File: config.mk
export PLATFORM = sky130hd
export DESIGN_NAME = mem_access_unit_flat
export DESIGN_NICKNAME = d
export VERILOG_FILES = /design/src/rtl/mem_access_unit_if.sv /design/src/rtl/mem_access_unit.sv /design/src/flat_wrapper.sv
export SDC_FILE = /design/constraint.sdc
export NUM_CORES = 1
export LEC_CHECK = 0
export CORE_MARGIN = 5
export CORE_UTILIZATION = 40
export CTS_CLUSTER_DIAMETER = 40
export DETAILED_ROUTE_END_ITERATION = 8
export PLACE_DENSITY = 0.7
export SYNTH_ARGS = -nofsm -noshare
export SYNTH_HDL_FRONTEND = slang
export SYNTH_SLANG_ARGS = --single-unit
File: constraint.sdc
create_clock -name clk -period 2.7 [get_ports clk]
set_clock_uncertainty 0.05 [all_clocks]
set_input_delay 0.675 -clock clk [delete_from_list [all_inputs] [get_ports clk]]
set_output_delay 0.675 -clock clk [all_outputs]
set_load 0.005 [all_outputs]
File: src/rtl/mem_access_unit_if.sv
// Pipeline-side request/response bundle for mem_access_unit.
// The pipeline is the master; the access unit is the slave.
interface mem_access_unit_if;
  logic        Req_Valid;
  logic        Req_Ready;
  logic        Req_Write;
  logic [1:0]  Req_Size;
  logic        Req_Unsigned;
  logic [31:0] Req_Address;
  logic [31:0] Req_Wdata;
  logic        Resp_Valid;
  logic [31:0] Resp_Data;
  logic        Resp_Error;

  modport master (
    output Req_Valid, Req_Write, Req_Size, Req_Unsigned, Req_Address, Req_Wdata,
    input  Req_Ready, Resp_Valid, Resp_Data, Resp_Error
  );

  modport slave (
    input  Req_Valid, Req_Write, Req_Size, Req_Unsigned, Req_Address, Req_Wdata,
    output Req_Ready, Resp_Valid, Resp_Data, Resp_Error
  );
endinterface

File: src/rtl/mem_access_unit.sv
// Load/store initiator for a word-addressed data memory with byte/halfword support.
// Sub-word stores are read-modify-write; sub-word loads are extracted and extended.
module mem_access_unit #(
  parameter int unsigned DEPTH        = 256,
  parameter int unsigned READ_LATENCY = 1
) (
  input  logic             clk,
  input  logic             rst_n,
  mem_access_unit_if.slave req_if,
  output logic [31:0]      Address,
  output logic [31:0]      Write_Data,
  output logic             MemWrite,
  output logic             MemRead,
  input  logic [31:0]      Read_Data
);
  typedef enum logic [1:0] {StIdle, StRead, StWrite, StResp} state_e;

  state_e      state_q, state_d;
  logic        write_q, write_d;
  logic [1:0]  size_q, size_d;
  logic        uns_q, uns_d;
  logic [1:0]  lane_q, lane_d;
  logic [15:0] wdata_q, wdata_d;
  logic [3:0]  cnt_q, cnt_d;
  logic [31:0] address_q, address_d;
  logic [31:0] write_data_q, write_data_d;
  logic        mem_write_q, mem_write_d;
  logic        mem_read_q, mem_read_d;
  logic        resp_valid_q, resp_valid_d;
  logic [31:0] resp_data_q, resp_data_d;
  logic        resp_error_q, resp_error_d;

  logic [31:0] word_idx;
  logic        req_err;

  function automatic logic [31:0] extract(input logic [31:0] w, input logic [1:0] size,
                                          input logic [1:0] lane, input logic uns);
    logic [7:0]  b;
    logic [15:0] h;
    b = w[{lane, 3'b000} +: 8];
    h = w[{lane[1], 4'b0000} +: 16];
    case (size)
      2'b00:   return uns ? {24'h0, b} : {{24{b[7]}}, b};
      2'b01:   return uns ? {16'h0, h} : {{16{h[15]}}, h};
      default: return w;
    endcase
  endfunction

  // Only the addressed lane is replaced; the rest of the word comes from memory.
  function automatic logic [31:0] merge(input logic [31:0] w, input logic [15:0] wd,
                                        input logic [1:0] size, input logic [1:0] lane);
    logic [31:0] m;
    m = w;
    if (size == 2'b00) m[{lane, 3'b000} +: 8] = wd[7:0];
    else               m[{lane[1], 4'b0000} +: 16] = wd;
    return m;
  endfunction

  assign word_idx = {2'b00, req_if.Req_Address[31:2]};
  assign req_err  = (req_if.Req_Size == 2'b11) ||
                    (req_if.Req_Size == 2'b01 && req_if.Req_Address[0]) ||
                    (req_if.Req_Size == 2'b10 && req_if.Req_Address[1:0] != 2'b00) ||
                    (word_idx >= DEPTH);

  always_comb begin
    state_d      = state_q;
    write_d      = write_q;
    size_d       = size_q;
    uns_d        = uns_q;
    lane_d       = lane_q;
    wdata_d      = wdata_q;
    cnt_d        = cnt_q;
    address_d    = address_q;
    write_data_d = write_data_q;
    mem_write_d  = 1'b0;
    mem_read_d   = 1'b0;
    resp_valid_d = 1'b0;
    resp_data_d  = resp_data_q;
    resp_error_d = resp_error_q;
    unique case (state_q)
      StIdle: begin
        if (req_if.Req_Valid) begin
          write_d = req_if.Req_Write;
          size_d  = req_if.Req_Size;
          uns_d   = req_if.Req_Unsigned;
          lane_d  = req_if.Req_Address[1:0];
          wdata_d = req_if.Req_Wdata[15:0];
          if (req_err) begin
            state_d      = StResp;
            resp_valid_d = 1'b1;
            resp_error_d = 1'b1;
            resp_data_d  = 32'h0;
          end else begin
            address_d = word_idx;
            if (req_if.Req_Write && req_if.Req_Size == 2'b10) begin
              state_d      = StWrite;
              mem_write_d  = 1'b1;
              write_data_d = req_if.Req_Wdata;
            end else begin
              state_d    = StRead;
              mem_read_d = 1'b1;
              cnt_d      = 4'(READ_LATENCY - 1);
            end
          end
        end
      end
      StRead: begin
        if (cnt_q == 4'd0) begin
          if (write_q) begin
            state_d      = StWrite;
            mem_write_d  = 1'b1;
            write_data_d = merge(Read_Data, wdata_q, size_q, lane_q);
          end else begin
            state_d      = StResp;
            resp_valid_d = 1'b1;
            resp_error_d = 1'b0;
            resp_data_d  = extract(Read_Data, size_q, lane_q, uns_q);
          end
        end else begin
          cnt_d      = cnt_q - 4'd1;
          mem_read_d = 1'b1;
        end
      end
      StWrite: begin
        state_d      = StResp;
        resp_valid_d = 1'b1;
        resp_error_d = 1'b0;
        resp_data_d  = 32'h0;
      end
      StResp: begin
        state_d      = StIdle;
        resp_data_d  = 32'h0;
        resp_error_d = 1'b0;
      end
    endcase
  end

  // Async reset clears the strobes immediately and drops any in-flight request.
  always_ff @(posedge clk or negedge rst_n) begin
    if (!rst_n) begin
      state_q      <= StIdle;
      write_q      <= 1'b0;
      size_q       <= 2'b00;
      uns_q        <= 1'b0;
      lane_q       <= 2'b00;
      wdata_q      <= 16'h0;
      cnt_q        <= 4'd0;
      address_q    <= 32'h0;
      write_data_q <= 32'h0;
      mem_write_q  <= 1'b0;
      mem_read_q   <= 1'b0;
      resp_valid_q <= 1'b0;
      resp_data_q  <= 32'h0;
      resp_error_q <= 1'b0;
    end else begin
      state_q      <= state_d;
      write_q      <= write_d;
      size_q       <= size_d;
      uns_q        <= uns_d;
      lane_q       <= lane_d;
      wdata_q      <= wdata_d;
      cnt_q        <= cnt_d;
      address_q    <= address_d;
      write_data_q <= write_data_d;
      mem_write_q  <= mem_write_d;
      mem_read_q   <= mem_read_d;
      resp_valid_q <= resp_valid_d;
      resp_data_q  <= resp_data_d;
      resp_error_q <= resp_error_d;
    end
  end

  assign req_if.Req_Ready  = (state_q == StIdle);
  assign req_if.Resp_Valid = resp_valid_q;
  assign req_if.Resp_Data  = resp_data_q;
  assign req_if.Resp_Error = resp_error_q;
  assign Address           = address_q;
  assign Write_Data        = write_data_q;
  assign MemWrite          = mem_write_q;
  assign MemRead           = mem_read_q;
endmodule

File: src/flat_wrapper.sv
// flat-port wrapper written by rule: the top's interface ports become plain ports
module mem_access_unit_flat 
#(
  parameter int unsigned DEPTH        = 256,
  parameter int unsigned READ_LATENCY = 1
)
  (clk, rst_n, Address, Write_Data, MemWrite, MemRead, Read_Data, req_if_Req_Valid, req_if_Req_Write, req_if_Req_Size, req_if_Req_Unsigned, req_if_Req_Address, req_if_Req_Wdata, req_if_Req_Ready, req_if_Resp_Valid, req_if_Resp_Data, req_if_Resp_Error);
  mem_access_unit_if req_if_i ();
  input  logic clk;
  input  logic rst_n;
  output logic [31:0] Address;
  output logic [31:0] Write_Data;
  output logic MemWrite;
  output logic MemRead;
  input  logic [31:0] Read_Data;
  input wire logic [$bits(req_if_i.Req_Valid)-1:0] req_if_Req_Valid;
  input wire logic [$bits(req_if_i.Req_Write)-1:0] req_if_Req_Write;
  input wire logic [$bits(req_if_i.Req_Size)-1:0] req_if_Req_Size;
  input wire logic [$bits(req_if_i.Req_Unsigned)-1:0] req_if_Req_Unsigned;
  input wire logic [$bits(req_if_i.Req_Address)-1:0] req_if_Req_Address;
  input wire logic [$bits(req_if_i.Req_Wdata)-1:0] req_if_Req_Wdata;
  output wire logic [$bits(req_if_i.Req_Ready)-1:0] req_if_Req_Ready;
  output wire logic [$bits(req_if_i.Resp_Valid)-1:0] req_if_Resp_Valid;
  output wire logic [$bits(req_if_i.Resp_Data)-1:0] req_if_Resp_Data;
  output wire logic [$bits(req_if_i.Resp_Error)-1:0] req_if_Resp_Error;
  assign req_if_i.Req_Valid = req_if_Req_Valid;
  assign req_if_i.Req_Write = req_if_Req_Write;
  assign req_if_i.Req_Size = req_if_Req_Size;
  assign req_if_i.Req_Unsigned = req_if_Req_Unsigned;
  assign req_if_i.Req_Address = req_if_Req_Address;
  assign req_if_i.Req_Wdata = req_if_Req_Wdata;
  assign req_if_Req_Ready = req_if_i.Req_Ready;
  assign req_if_Resp_Valid = req_if_i.Resp_Valid;
  assign req_if_Resp_Data = req_if_i.Resp_Data;
  assign req_if_Resp_Error = req_if_i.Resp_Error;
  mem_access_unit #(.DEPTH(DEPTH), .READ_LATENCY(READ_LATENCY)) u_core (.clk(clk), .rst_n(rst_n), .req_if(req_if_i), .Address(Address), .Write_Data(Write_Data), .MemWrite(MemWrite), .MemRead(MemRead), .Read_Data(Read_Data));
endmodule
Word-level counts from Yosys, hierarchy flattened
Cells that the tools add are included.
{"block": "classes", "n_addsub": 3, "n_mul": 0, "div": 0, "magnitude_cmp": 1, "eq_ne": 16, "shift": 6, "muxes": 49, "bitwise_logic": 1, "n_reduce_logical": 18}
{"cell": "$mux W32", "n": 12}
{"cell": "$pmux W32 S2", "n": 2}
{"cell": "$pmux W32 S3", "n": 1}
{"cell": "$bwmux W32", "n": 2}
{"cell": "$shift A16 B7 Y32 const A", "n": 1}
{"cell": "$shift A8 B7 Y32 const A", "n": 1}
{"cell": "$shiftx A16 B7 Y32", "n": 1}
{"cell": "$shiftx A32 B6 Y16", "n": 1}
{"cell": "$shiftx A32 B6 Y8", "n": 1}
{"cell": "$shiftx A8 B7 Y32", "n": 1}
{"cell": "$ge A30 B9 Y1 const B", "n": 1}
{"cell": "$mux W1", "n": 18}
{"cell": "$mux W4", "n": 4}
{"cell": "$neg A5 Y7", "n": 2}
{"cell": "$ne A2 B2 Y1 const B", "n": 5}
{"cell": "$eq A2 B2 Y1 const B", "n": 4}
{"cell": "$mux W2", "n": 4}
{"cell": "$ne A2 B1 Y1 const B", "n": 4}
{"cell": "$pmux W2 S4", "n": 1}
{"cell": "$pmux W4 S2", "n": 1}
{"cell": "$eq A2 B1 Y1 const B", "n": 3}
{"cell": "$pmux W1 S3", "n": 2}
{"cell": "$reduce_and A6 Y1", "n": 1}
{"cell": "$reduce_and A5 Y1", "n": 1}
{"cell": "other kinds (12)", "n": 20}
{"block": "word_totals", "ff_bits": 126, "latch_bits": 0, "ram_bits": 0, "romBits": 0, "inputBits": 103, "out_inout_bits": 101, "memories": 0}

Longest topological paths before layout
Gate-level depths: netlist of run 1.
{"block": "depth", "word_depth": 8, "depth_mapped": 10, "ltp_nobuf": 7}

Worst setup path after synthesis of run 1
Ideal clock, no wire load.
{"block": "synth_path", "path_kind": "input to register", "from": "input port req_if_Req_Address[13]", "to": "register u_core.write_data_q[0] (netlist: u_core.Write_Data[0])", "arrival_time_ps": 2043, "t_required_ps": 2525, "path_slack_ps": 482, "path_stages": 6, "cell_sequence": "nor4_2 nand4_2 o31ai_2 nand2_2 buf_6 mux2_4"}
{"block": "synth_via", "elab_chain_len": 4}
{"item": "start: declaration", "line_no": "flat_wrapper.sv:20", "source": "input wire logic [$bits(req_if_i.Req_Address)-1:0] req_if_Req_Address;"}
{"item": "$ge A30 B9 Y1", "line_no": "mem_access_unit.sv:63", "source": "(word_idx >= DEPTH);"}
{"item": "$logic_or A1 B1 Y1", "line_no": "mem_access_unit.sv:62", "source": "(req_if.Req_Size == 2'b10 && req_if.Req_Address[1:0] != 2'b00) ||"}
{"item": "$ne A2 B2 Y1 (no line)"}
{"item": "$reduce_and A6 Y1 (no line)"}
{"item": "end signal: assignment", "line_no": "mem_access_unit.sv:164", "source": "write_data_q <= write_data_d;"}
{"item": "end: declaration", "line_no": "mem_access_unit.sv:26", "source": "logic [31:0] write_data_q, write_data_d;"}
No other way between the ends.
A chain may end at the register's enable or synchronous reset.

Worst setup path in the final report of run 1
{"block": "layout_path", "from": "register u_core.state_q[0]", "to": "output port req_if_Req_Ready"}
{"block": "layout_via", "elab_chain_len": 1}
{"item": "start: declaration", "line_no": "mem_access_unit.sv:18", "source": "state_e state_q, state_d;"}
{"item": "start signal: assignment", "line_no": "mem_access_unit.sv:141", "source": "state_q <= StIdle;"}
{"item": "start signal: assignment", "line_no": "mem_access_unit.sv:156", "source": "state_q <= state_d;"}
{"item": "$logic_not A2 Y1", "line_no": "mem_access_unit.sv:173", "source": "assign req_if.Req_Ready = (state_q == StIdle);"}
{"item": "end: declaration", "line_no": "flat_wrapper.sv:22", "source": "output wire logic [$bits(req_if_i.Req_Ready)-1:0] req_if_Req_Ready;"}
No other way between the ends.

==> results of run 1 <==
-- critical path, stage by stage (launching register included) --
cell and delay, ns:
dfrtp_1 0.42, inv_1 0.10, ha_1 0.27, clkdlybuf4s50_1 0.56
-- cells in the final DEF, fill, tap and decap left out, types with 5 or more instances in the layout --
cell type / netlist / layout
o21ai_0: 23 / 23
a21o_1: 5 / 5
dfrtp_1: 126 / 126
o22ai_1: 11 / 11
a21oi_1: 21 / 21
nor2_1: 45 / 45
clkbuf_16: 0 / 17
o2bb2ai_2: 10 / 10
mux2_2: 51 / 51
nand2_1: 23 / 23
buf_4: 6 / 29
a32oi_1: 5 / 5
o2bb2ai_1: 37 / 37
mux2i_1: 7 / 7
buf_12: 0 / 5
clkdlybuf4s50_1: 0 / 200
nor2b_1: 23 / 23
mux2_4: 30 / 30
inv_1: 14 / 14
a221oi_1: 39 / 39
ha_1: 11 / 11
-- metal layers --
metal	part of all wire, %	up-vias	global-route usage [%]
met4	2.3	2	8.06
met1	42	2860	29.9
met2	46	279	34.3
met3	9.6	45	8.13
li1	-	2587	-
met5	0.059	-	0
-- what timing repair did --
item	CTS	global route
setup buffers	0	0
endpoints found under the hold margin	0	0
setup endpoints to repair	0	2
resized for setup	0	1
-- through the flow --
stage	utilization, %	cells	instance area [um2]	hold slack, ns
3_5_place_dp	55.0	989	9090	0.423
2_1_floorplan	-	574	6720	0.329
3_3_place_gp	55.0	989	9090	0.425
5_1_grt	58.6	1021	9680	0.234
4_1_cts	58.5	1021	9670	0.205
6_report	58.6	1021	9680	0.191
-- final timing paths --
| check | from | slack (ns) | to |
|---|---|---|---|
| max in group asynchronous | rst_n | 1.75 | u_core.req_if.Resp_Data[8]$_DFFE_PN0P_ |
| worst max-delay path | u_core.state_q[0]$_DFFE_PN0P_ | 0.21 | req_if_Req_Ready |
| worst min-delay path | rst_n | 0.19 | u_core.req_if.Resp_Data[20]$_DFFE_PN0P_ |
| worst max register to register | u_core.cnt_q[0]$_DFFE_PN0P_ | 0.34 | u_core.Write_Data[6]$_DFFE_PN0P_ |
| worst min register to register | u_core.req_if.Resp_Data[4]$_DFFE_PN0P_ | 0.44 | u_core.req_if.Resp_Data[4]$_DFFE_PN0P_ |
| min in group clk | u_core.req_if.Resp_Data[4]$_DFFE_PN0P_ | 0.44 | u_core.req_if.Resp_Data[4]$_DFFE_PN0P_ |
-- power by group through the flow --
stage	combinational (uW)	sequential, uW	clock (uW)
after detailed placement	5320	3100	0
final	5330	3100	2250
after global placement	5170	3090	0
after global routing	5740	3180	2370
after floorplan	3460	2980	0
after CTS	5330	3100	2280
-- layout make-up --
| cell class | count | area share (%) |
|---|---|---|
| clock inverters | 13 | 1.34 |
| well taps | 220 | 2.84 |
| flip-flops and latches | 126 | 32.6 |
| clock buffers | 19 | 4.68 |
| repair buffers | 234 | 24.0 |
| multi-input cells | 394 | 34.0 |
| inverters | 15 | 0.582 |
-- cell families (layout without fill, tap and decap cells) --
family / count (synthesis) / count (layout)
AOI/OAI and AO/OA: 170 / 170
buffers and inverters: 54 / 281
DFF: 126 / 126
muxes: 88 / 88
and+or+nand+nor: 123 / 123
other: 1 / 2
adders and majority gates: 11 / 11
-- flip-flops by register name (all words and copies together) (netlist names), 2 cells and up --
| register | cells |
|---|---|
| u_core.Address | 30 |
| u_core.size_q | 2 |
| u_core.cnt_q | 4 |
| u_core.req_if.Resp_Data | 32 |
| u_core.state_q | 2 |
| u_core.lane_q | 2 |
| u_core.Write_Data | 32 |
| u_core.wdata_q | 16 |
==> metrics.md, run 1 <==
| Metric | Value |
|---|---|
| Worst hold path type | `input port to async pin` |
| TritonCTS Buffers | `17` |
| Worst ir drop on vdd | `about 0.55 mV` |
| Synth Area in Adders | `under 10%` |
| Placer congestion estimate | `roughly 0.9` |
| DRT antenna net count | `0` |
| Initial drt markers | `just under 500` |
| I/O pin count | `between 200 and 250` |
| RSZ-0062 raised after global routing | `false` |
| Switching fraction of total power | `37.4%` |
| Layout cells sized above 1 | `a little over a fifth` |
| Top FF cell, synth | `dfrtp_1` |
| Slew Viols, Final | `0` |
| Switching Power | `between 4000 and 5000 uW` |
| Rows | `between 40 and 50` |
| Unique cell type count in the Yosys netlist | `57` |
| FF+latch area | `about 0.0032 mm2` |
| CTS tree | `yes` |
| Root Buffer | `clkbuf_16` |
| Post-synth top cells | `126 x dfrtp_1, 51 x mux2_2, 45 x nor2_1` |
| Most frequent cell after synthesis | `dfrtp_1` |
| CP Launch Type | `flop` |
| Compound-gate portion of the synthesized area | `slightly above 20%` |
| GRT Overall Usage | `between 20% and 30%` |
| Clk pwr share | `21.1%` |
| Largest net degree at the start of global routing | `45` |
| Multi-input combinational cell area | `roughly 0.0033 mm2` |
| Clk_lat worst skew | `between 0.4 and 0.5 ns` |
| Final Hold Violating Endpoints | `0` |
| Synth warnings | `0` |
| Fill count | `approximately 1,300` |
| Yosys reg bits | `around 130` |
| Main combinational cell family by area after synthesis | `compound AO/OA/AOI/OAI gates` |
| Crit path required time | `about 2 ns` |
| Mapped Cells | `between 500 and 600` |
| Crit path arrival time | `between 1.5 and 2 ns` |
| Mux cell area share after synthesis | `around 16%` |
| Comb pwr share | `between 40% and 50%` |
| Initial core utilization | `between 40% and 50%` |
| Tcrit/Tclk final | `92.3%` |
| Setup ws final | `just over 0.2 ns` |
| Sequential fraction of the synthesis area | `between 40% and 50%` |
| Slew HR | `between 40% and 50%` |
| Die width | `~140 um` |
| Number of I/O port buffers | `between 200 and 250` |
| Pwr Density | `between 1000 and 1500 mW/mm2` |
| Power Total | `10,700 uW` |
| Clk buf depth | `2` |
| Clk sinks | `126` |
| Setup violators final | `0` |
| Type of the worst setup path | `flop to output pin` |
| Remaining global-route overflow | `0` |
| Max_cap viols | `0` |
| Setup Slack @ Placement | `-0.0796 ns` |
| DR DRC count | `0` |
| Setup TNS | `0 ns` |
| Leakage | `0.00412 uW` |
| Top cell type's share of synthesized area | `47.0%` |
| Outcome | `complete, no violations` |
| Ys async rst share | `100%` |
| Antenna violations before repair | `1` |
| Leading area contributor after synthesis | `dfrtp_1` |
| Simple-Gate Fraction of Synth Area | `9.78%` |
| Vias in the first global route | `just over 6,000` |
| Layout area overhead | `44.1%` |
| Int Power | `6690 uW` |
| Most area-consuming cells after synthesis | `dfrtp_1 47%, mux2_2 8.6%, mux2_4 6.7%` |
| Total vias in the final route | `approximately 5,800` |
| Syn Area/Cell | `approximately 12 um2` |
| Worst-path maximum fanout | `6` |
| Final Critical Period | `around 2.5 ns` |
| Mean routed wirelength per cell | `approximately 21 um` |
| Post-synth EDFFs | `0` |
| CORE AREA | `approximately 0.017 mm2` |
| Synth Area in XOR/XNOR | `0%` |
| Reg2Reg Depth | `8` |
| DR vias/cell | `between 5 and 6` |
| Worst Tran Pin Value | `approximately 0.84 ns` |
| Die Height | `between 100 and 150 um` |
| Fin nets | `about 900` |
| DP Wirelength | `approximately 16,000 um` |
| FMAX | `about 0.4 GHz` |
| Post-Syn Area | `~0.0067 mm2` |
| Setup crit end kind | `output pin` |
| Reg clk slew, reported paths | `about 0.06 ns` |
| H-tree levels | `4` |
| Sequential share of power | `29.0%` |
| Detailed Routing Iterations Pass 1 | `5` |
| WL final | `about 22,000 um` |
| First-pass GRT wire length | `roughly 35,000 um` |
| Hold_buf cts | `0` |
| Total Die Area | `0.0195 mm2` |
| ANT cells | `0` |
(Power assumes the default switching activity.)
==> inputs of run 2 (changes only) <==
PLACE_DENSITY = 0.77   (was 0.7)
clock period = 2.4 ns   (was 2.7 ns; I/O delays follow)
==> metrics.md, run 2 (same netlist as run 1, synthesis figures left out) <==
| Metric | Value |
|---|---|
| Clk sinks | `126 (unchanged)` |
| Vias in the first global route | `5,865 (-4.3%)` |
| Slew Viols, Final | `0 (unchanged)` |
| Final Hold Violating Endpoints | `0 (unchanged)` |
| Most common cell after layout, fill and taps aside | `clkdlybuf4s50_1` |
| Hold_buf cts | `0 (unchanged)` |
| Final Critical Period | `around 2.3 ns` |
| Tcrit/Tclk final | `96.5%` |
| Setup TNS | `0 ns (unchanged)` |
| WL final | `21,000 um (-3.7%)` |
| Final core utilization | `59.8% (+1.3 points)` |
| CP max stage cell | `clkdlybuf4s50_1` |
| Slew HR | `43.7% (+0.34 points)` |
| FMAX | `approximately 0.43 GHz` |
| Type of the worst setup path | `flop to output pin` |
| Layout cells sized above 1 | `23.9% (+2.0 points)` |
| Setup violators final | `0 (unchanged)` |
| Largest net degree at the start of global routing | `46 (+2.2%)` |
| Antenna violations before repair | `0 (-1)` |
| Fin nets | `917 (+1.7%)` |
| Postcts setup bufs | `0 (unchanged)` |
| I/O pin count | `204 (unchanged)` |
| Remaining global-route overflow | `0 (unchanged)` |
| Clk buf depth | `2 (unchanged)` |
| Max_cap viols | `0 (unchanged)` |
| Initial drt markers | `406 (-17%)` |
| Number of I/O port buffers | `201 (unchanged)` |
| Die width | `140 um (unchanged)` |
| H-tree levels | `4 (unchanged)` |
| ANT cells | `0 (unchanged)` |
| RSZ-0062 raised after global routing | `true` |
| Setup crit end kind | `output pin` |
| Total Die Area | `0.0195 mm2 (unchanged)` |
| Initial core utilization | `40.6% (unchanged)` |
| First-pass GRT wire length | `33,200 um (-4.3%)` |
| DR vias/cell | `5.58 (-1.2%)` |
| Worst path cell trace | `inv_1 > ha_4 > clkdlybuf4s50_1` |
| Rows | `47 (unchanged)` |
| DRT antenna net count | `0 (unchanged)` |
| Worst Tran Pin Value | `0.838 ns (-0.00505 ns)` |
| Layout area overhead | `47.2%` |
| Worst hold path type | `input port to async pin` |
| Total vias in the final route | `5,786 (+0.23%)` |
| Worst ir drop on vdd | `0.673 mV (+21%)` |
| Leakage | `0.00421 uW (+2.3%)` |
| Crit path arrival time | `1.67 ns (-0.10 ns)` |
| Clk_lat worst skew | `0.42 ns (about the same)` |
| Outcome | `complete, no violations` |
| Pwr Density | `1260 mW/mm2 (+14%)` |
| Worst-path maximum fanout | `6 (unchanged)` |
| Most frequent cells in the layout | `200 x clkdlybuf4s50_1, 126 x dfrtp_1, 51 x mux2_2` |
| Detailed Routing Iterations Pass 1 | `6 (+1)` |
| Reg2Reg Depth | `7 (-1)` |
| DR DRC count | `0 (unchanged)` |
| Placer congestion estimate | `0.899 (-0.79%)` |
| CORE AREA | `0.0165 mm2 (unchanged)` |
| CP Launch Type | `flop` |
| Crit path required time | `1.75 ns (-0.23 ns)` |
| Die Height | `140 um (unchanged)` |
| Mean routed wirelength per cell | `20.3 um (-5.1%)` |
| Reg clk slew, reported paths | `0.06 ns (about the same)` |
| DP Wirelength | `15,800 um (-3.5%)` |
| CTS tree | `yes` |
| Root Buffer | `clkbuf_16` |
| TritonCTS Buffers | `17 (unchanged)` |
| CP max stage delay | `0.52 ns (-0.04 ns)` |
| GRT Overall Usage | `21.5% (-1.0 points)` |
-- run 2: cell count changes in the layout (fill, tap and decap cells not counted), sizes merged --
cell / delta
clkinvlp: -1
clkbuf: -2
clkinv: -1
buf: +15
bufinv: +1
inv: +3
-- run 2: critical path, delay by kind of cell (launching register included) --
kind	cells	cell delay (ns)
buffers and inverters	2	0.65
adders and majority gates	1	0.18
DFF	1	0.41
-- run 2: per-stage QoR --
stage / setup WS, ns / cell area [um2] / hold slack [ns] / std cells / total power (uW)
finish: 0.0845 / 9890 / 0.143 / 1036 / 12400
global route: -0.00506 / 9890 / 0.180 / 1036 / 13100
CTS: 0.0183 / 9850 / 0.151 / 1036 / 12400
detailed placement: -0.343 / 9240 / 0.429 / 1004 / 9690
global placement: -0.307 / 9240 / 0.424 / 1004 / 9550
floorplan: 0.252 / 6720 / 0.254 / 574 / 7240
-- run 2: cell type report --
type                       count  area, um2
inverter                      15       56.3
sequential                   126       3150
tap                          220        275
clock inverter                15        176
clock buffer                  17        425
timing repair buffer         249       2470
fill                        1338       6640
multi-input combinational    394       3330
-- run 2: report_power, final --
part	leakage, uW	internal, uW	switching, uW
Sequential	0.00163	2860	608
Combinational	0.00230	3390	2930
Clock	0.000290	1570	1060
-- run 2: repair_timing --
item	CTS	global route
gates resized for setup	2	6
pin swaps	0	1
setup endpoints to repair	2	20
-- run 2: metal layers --
layer | global-route usage (%) | up-vias | wire length [um]
met4 | 6.63 | 0 | 351
li1 | - | 2630 | -
met1 | 29.5 | 2843 | 8720
met2 | 33.0 | 290 | 9850
met3 | 6.72 | 23 | 2130
met5 | 0 | - | 0
-- run 2: path summary, 6_finish.rpt --
check	from	end	slack, ns
max in group asynchronous	rst_n	u_core.cnt_q[0]$_DFFE_PN0P_	1.50
hold reg to reg	u_core.Address[24]$_DFFE_PN0P_	u_core.Address[24]$_DFFE_PN0P_	0.44
hold / removal	rst_n	u_core.Write_Data[9]$_DFFE_PN0P_	0.14
min in group clk	u_core.Address[24]$_DFFE_PN0P_	u_core.Address[24]$_DFFE_PN0P_	0.44
setup reg to reg	u_core.lane_q[0]$_DFFE_PN0P_	u_core.Write_Data[14]$_DFFE_PN0P_	0.14
setup / recovery	u_core.state_q[0]$_DFFE_PN0P_	req_if_Req_Ready	0.08
==> inputs of run 3 (changes only) <==
CORE_UTILIZATION = 48   (was 40)
PLACE_DENSITY = 0.89   (was 0.77)
==> metrics.md, run 3 (same netlist as run 1, synthesis figures left out) <==
| Metric | Value |
|---|---|
| DR DRC count | `0 (unchanged)` |
| Root Buffer | `clkbuf_16` |
| Total Die Area | `0.0165 mm2 (-16%)` |
| Most frequent cells in the layout | `200 x clkdlybuf4s50_1, 126 x dfrtp_1, 51 x mux2_2` |
| Clk sinks | `126 (unchanged)` |
| Worst-path maximum fanout | `8 (+2)` |
| Worst Tran Pin Value | `0.720 ns (-0.118 ns)` |
| Comb pwr share | `52.1% (+1.2 points)` |
| Pwr Density | `1240 mW/mm2 (-1.0%)` |
| Reg clk slew, reported paths | `0.06 ns (about the same)` |
| Clk_lat worst skew | `0.42 ns (about the same)` |
| Die Height | `128 um (-8.1%)` |
| Switching Power | `4600 uW (about the same)` |
| CTS tree | `yes` |
| Power Total | `12,100 uW (-2.4%)` |
| RSZ-0062 raised after global routing | `true` |
| Switching fraction of total power | `37.9% (+0.89 points)` |
| Layout area overhead | `45.3%` |
| Slew HR | `50.6% (+6.9 points)` |
| Largest net degree at the start of global routing | `65 (+41%)` |
| Most common cell after layout, fill and taps aside | `clkdlybuf4s50_1` |
| ANT cells | `0 (unchanged)` |
| Max_cap viols | `0 (unchanged)` |
| Tcrit/Tclk final | `97.9% (+1.4 points)` |
| Final Hold Violating Endpoints | `0 (unchanged)` |
| DR vias/cell | `5.91 (+5.9%)` |
| Postcts setup bufs | `0 (unchanged)` |
| CP max stage delay | `0.49 ns (-0.03 ns)` |
| Placer congestion estimate | `0.962 (+7.1%)` |
| Setup crit end kind | `flop` |
| Mean routed wirelength per cell | `21.7 um (+7.0%)` |
| I/O pin count | `204 (unchanged)` |
| Int Power | `7520 uW (-3.7%)` |
| Outcome | `complete, no violations` |
| Leakage | `0.00417 uW (-1.0%)` |
| Type of the worst setup path | `flop to flop` |
| Initial drt markers | `674 (+66%)` |
| Sequential share of power | `28.6% (+0.7 points)` |
| Setup violators final | `0 (unchanged)` |
| GRT Overall Usage | `26.2% (+4.7 points)` |
| Die width | `128 um (-8.1%)` |
| DRT antenna net count | `0 (unchanged)` |
| Detailed Routing Iterations Pass 1 | `8 (+2)` |
| Remaining global-route overflow | `0 (unchanged)` |
| Worst hold path type | `flop to flop` |
| Crit path arrival time | `2.60 ns (+0.93 ns)` |
| CP Launch Type | `flop` |
| H-tree levels | `4 (unchanged)` |
| CP bufs+invs | `1 (-1)` |
| Fin nets | `913 (-0.44%)` |
| Final Critical Period | `2.35 ns (+0.0335 ns)` |
| Rows | `43 (-8.5%)` |
| Layout cells sized above 1 | `23.8% (-0.13 points)` |
| WL final | `21,600 um (+2.5%)` |
| Slew Viols, Final | `0 (unchanged)` |
| Number of I/O port buffers | `201 (unchanged)` |
| CORE AREA | `0.0138 mm2 (-16%)` |
| Antenna violations before repair | `0 (unchanged)` |
| Worst ir drop on vdd | `0.645 mV (-4.2%)` |
| Clk pwr share | `19.4% (-1.7 points)` |
| Crit path required time | `2.66 ns (+0.91 ns)` |
| Initial core utilization | `48.6% (+7.9 points)` |
| Final core utilization | `70.5% (+11 points)` |
| First-pass GRT wire length | `33,400 um (+0.60%)` |
| Cell family with most CP delay | `compound AO/OA/AOI/OAI gates` |
| FMAX | `0.426 GHz (-1.4%)` |
| CP max stage cell | `a221oi_1` |
| DP Wirelength | `15,900 um (+0.48%)` |
| Clk buf depth | `2 (unchanged)` |
| Vias in the first global route | `6,054 (+3.2%)` |
| TritonCTS Buffers | `17 (unchanged)` |
| Worst path cell trace | `inv_1 > ha_1 > nand3b_1 > o21ai_1 > a221oi_1 > nor2_1 > mux2_4` |
| Total vias in the final route | `5,867 (+1.4%)` |
## run 3: layer usage
layer	wire, um	vias up	global-route usage, %
li1	-	2615	-
met1	8380	2874	34.4
met2	10400	332	40.8
met3	2240	46	9.42
met4	548	0	8.11
met5	0	-	0
## run 3: cell type report
cell class	instances	area, um2
Fill cell	973	4070
Multi-Input combinational cell	394	3350
Sequential cell	126	3150
Timing Repair Buffer	245	2430
Clock buffer	17	425
Tap cell	180	225
Clock inverter	15	114
Inverter	15	56.3
## run 3: power by group through the flow
| stage | Combinational, uW | Clock (uW) | Sequential [uW] |
|---|---|---|---|
| floorplan | 3890 | 0 | 3360 |
| global placement | 5860 | 0 | 3440 |
| detailed placement | 6080 | 0 | 3470 |
| CTS | 6120 | 2390 | 3450 |
| global route | 6740 | 2510 | 3540 |
| finish | 6310 | 2350 | 3460 |
## run 3: worst paths after layout
check,startpoint,endpoint,slack (ns),cells past startpoint
worst max-delay path,u_core.lane_q[0]$_DFFE_PN0P_,u_core.Write_Data[23]$_DFFE_PN0P_,0.05,7
worst min-delay path,u_core.req_if.Resp_Data[2]$_DFFE_PN0P_,u_core.req_if.Resp_Data[2]$_DFFE_PN0P_,0.44,1
worst max register to register,u_core.lane_q[0]$_DFFE_PN0P_,u_core.Write_Data[23]$_DFFE_PN0P_,0.05,7
worst min register to register,u_core.req_if.Resp_Data[2]$_DFFE_PN0P_,u_core.req_if.Resp_Data[2]$_DFFE_PN0P_,0.44,1
max in group asynchronous,rst_n,u_core.Address[23]$_DFFE_PN0P_,1.14,3
min in group asynchronous,rst_n,u_core.Write_Data[9]$_DFFE_PN0P_,0.53,2
## run 3: what timing repair did
action,in CTS,in global routing
gates resized for setup,1,10
gates cloned,0,1
hold buffers,1,0
setup endpoints to repair,1,54
endpoints found under the hold margin,12,0
pin swaps,0,1
## run 3: per-stage QoR
| step | cell area [um2] | setup TNS, ns | cells | hold WS [ns] | worst slack, ns |
|---|---|---|---|---|---|
| finish | 9750 | 0 | 992 | 0.444 | 0.0510 |
| global route | 9750 | -0.179 | 992 | 0.464 | -0.0530 |
| CTS | 9670 | 0 | 991 | 0.446 | 0.0142 |
| detailed placement | 9120 | -22.64 | 958 | 0.423 | -0.337 |
| global placement | 9120 | -19.59 | 958 | 0.419 | -0.303 |
| floorplan | 6720 | 0 | 574 | 0.254 | 0.252 |
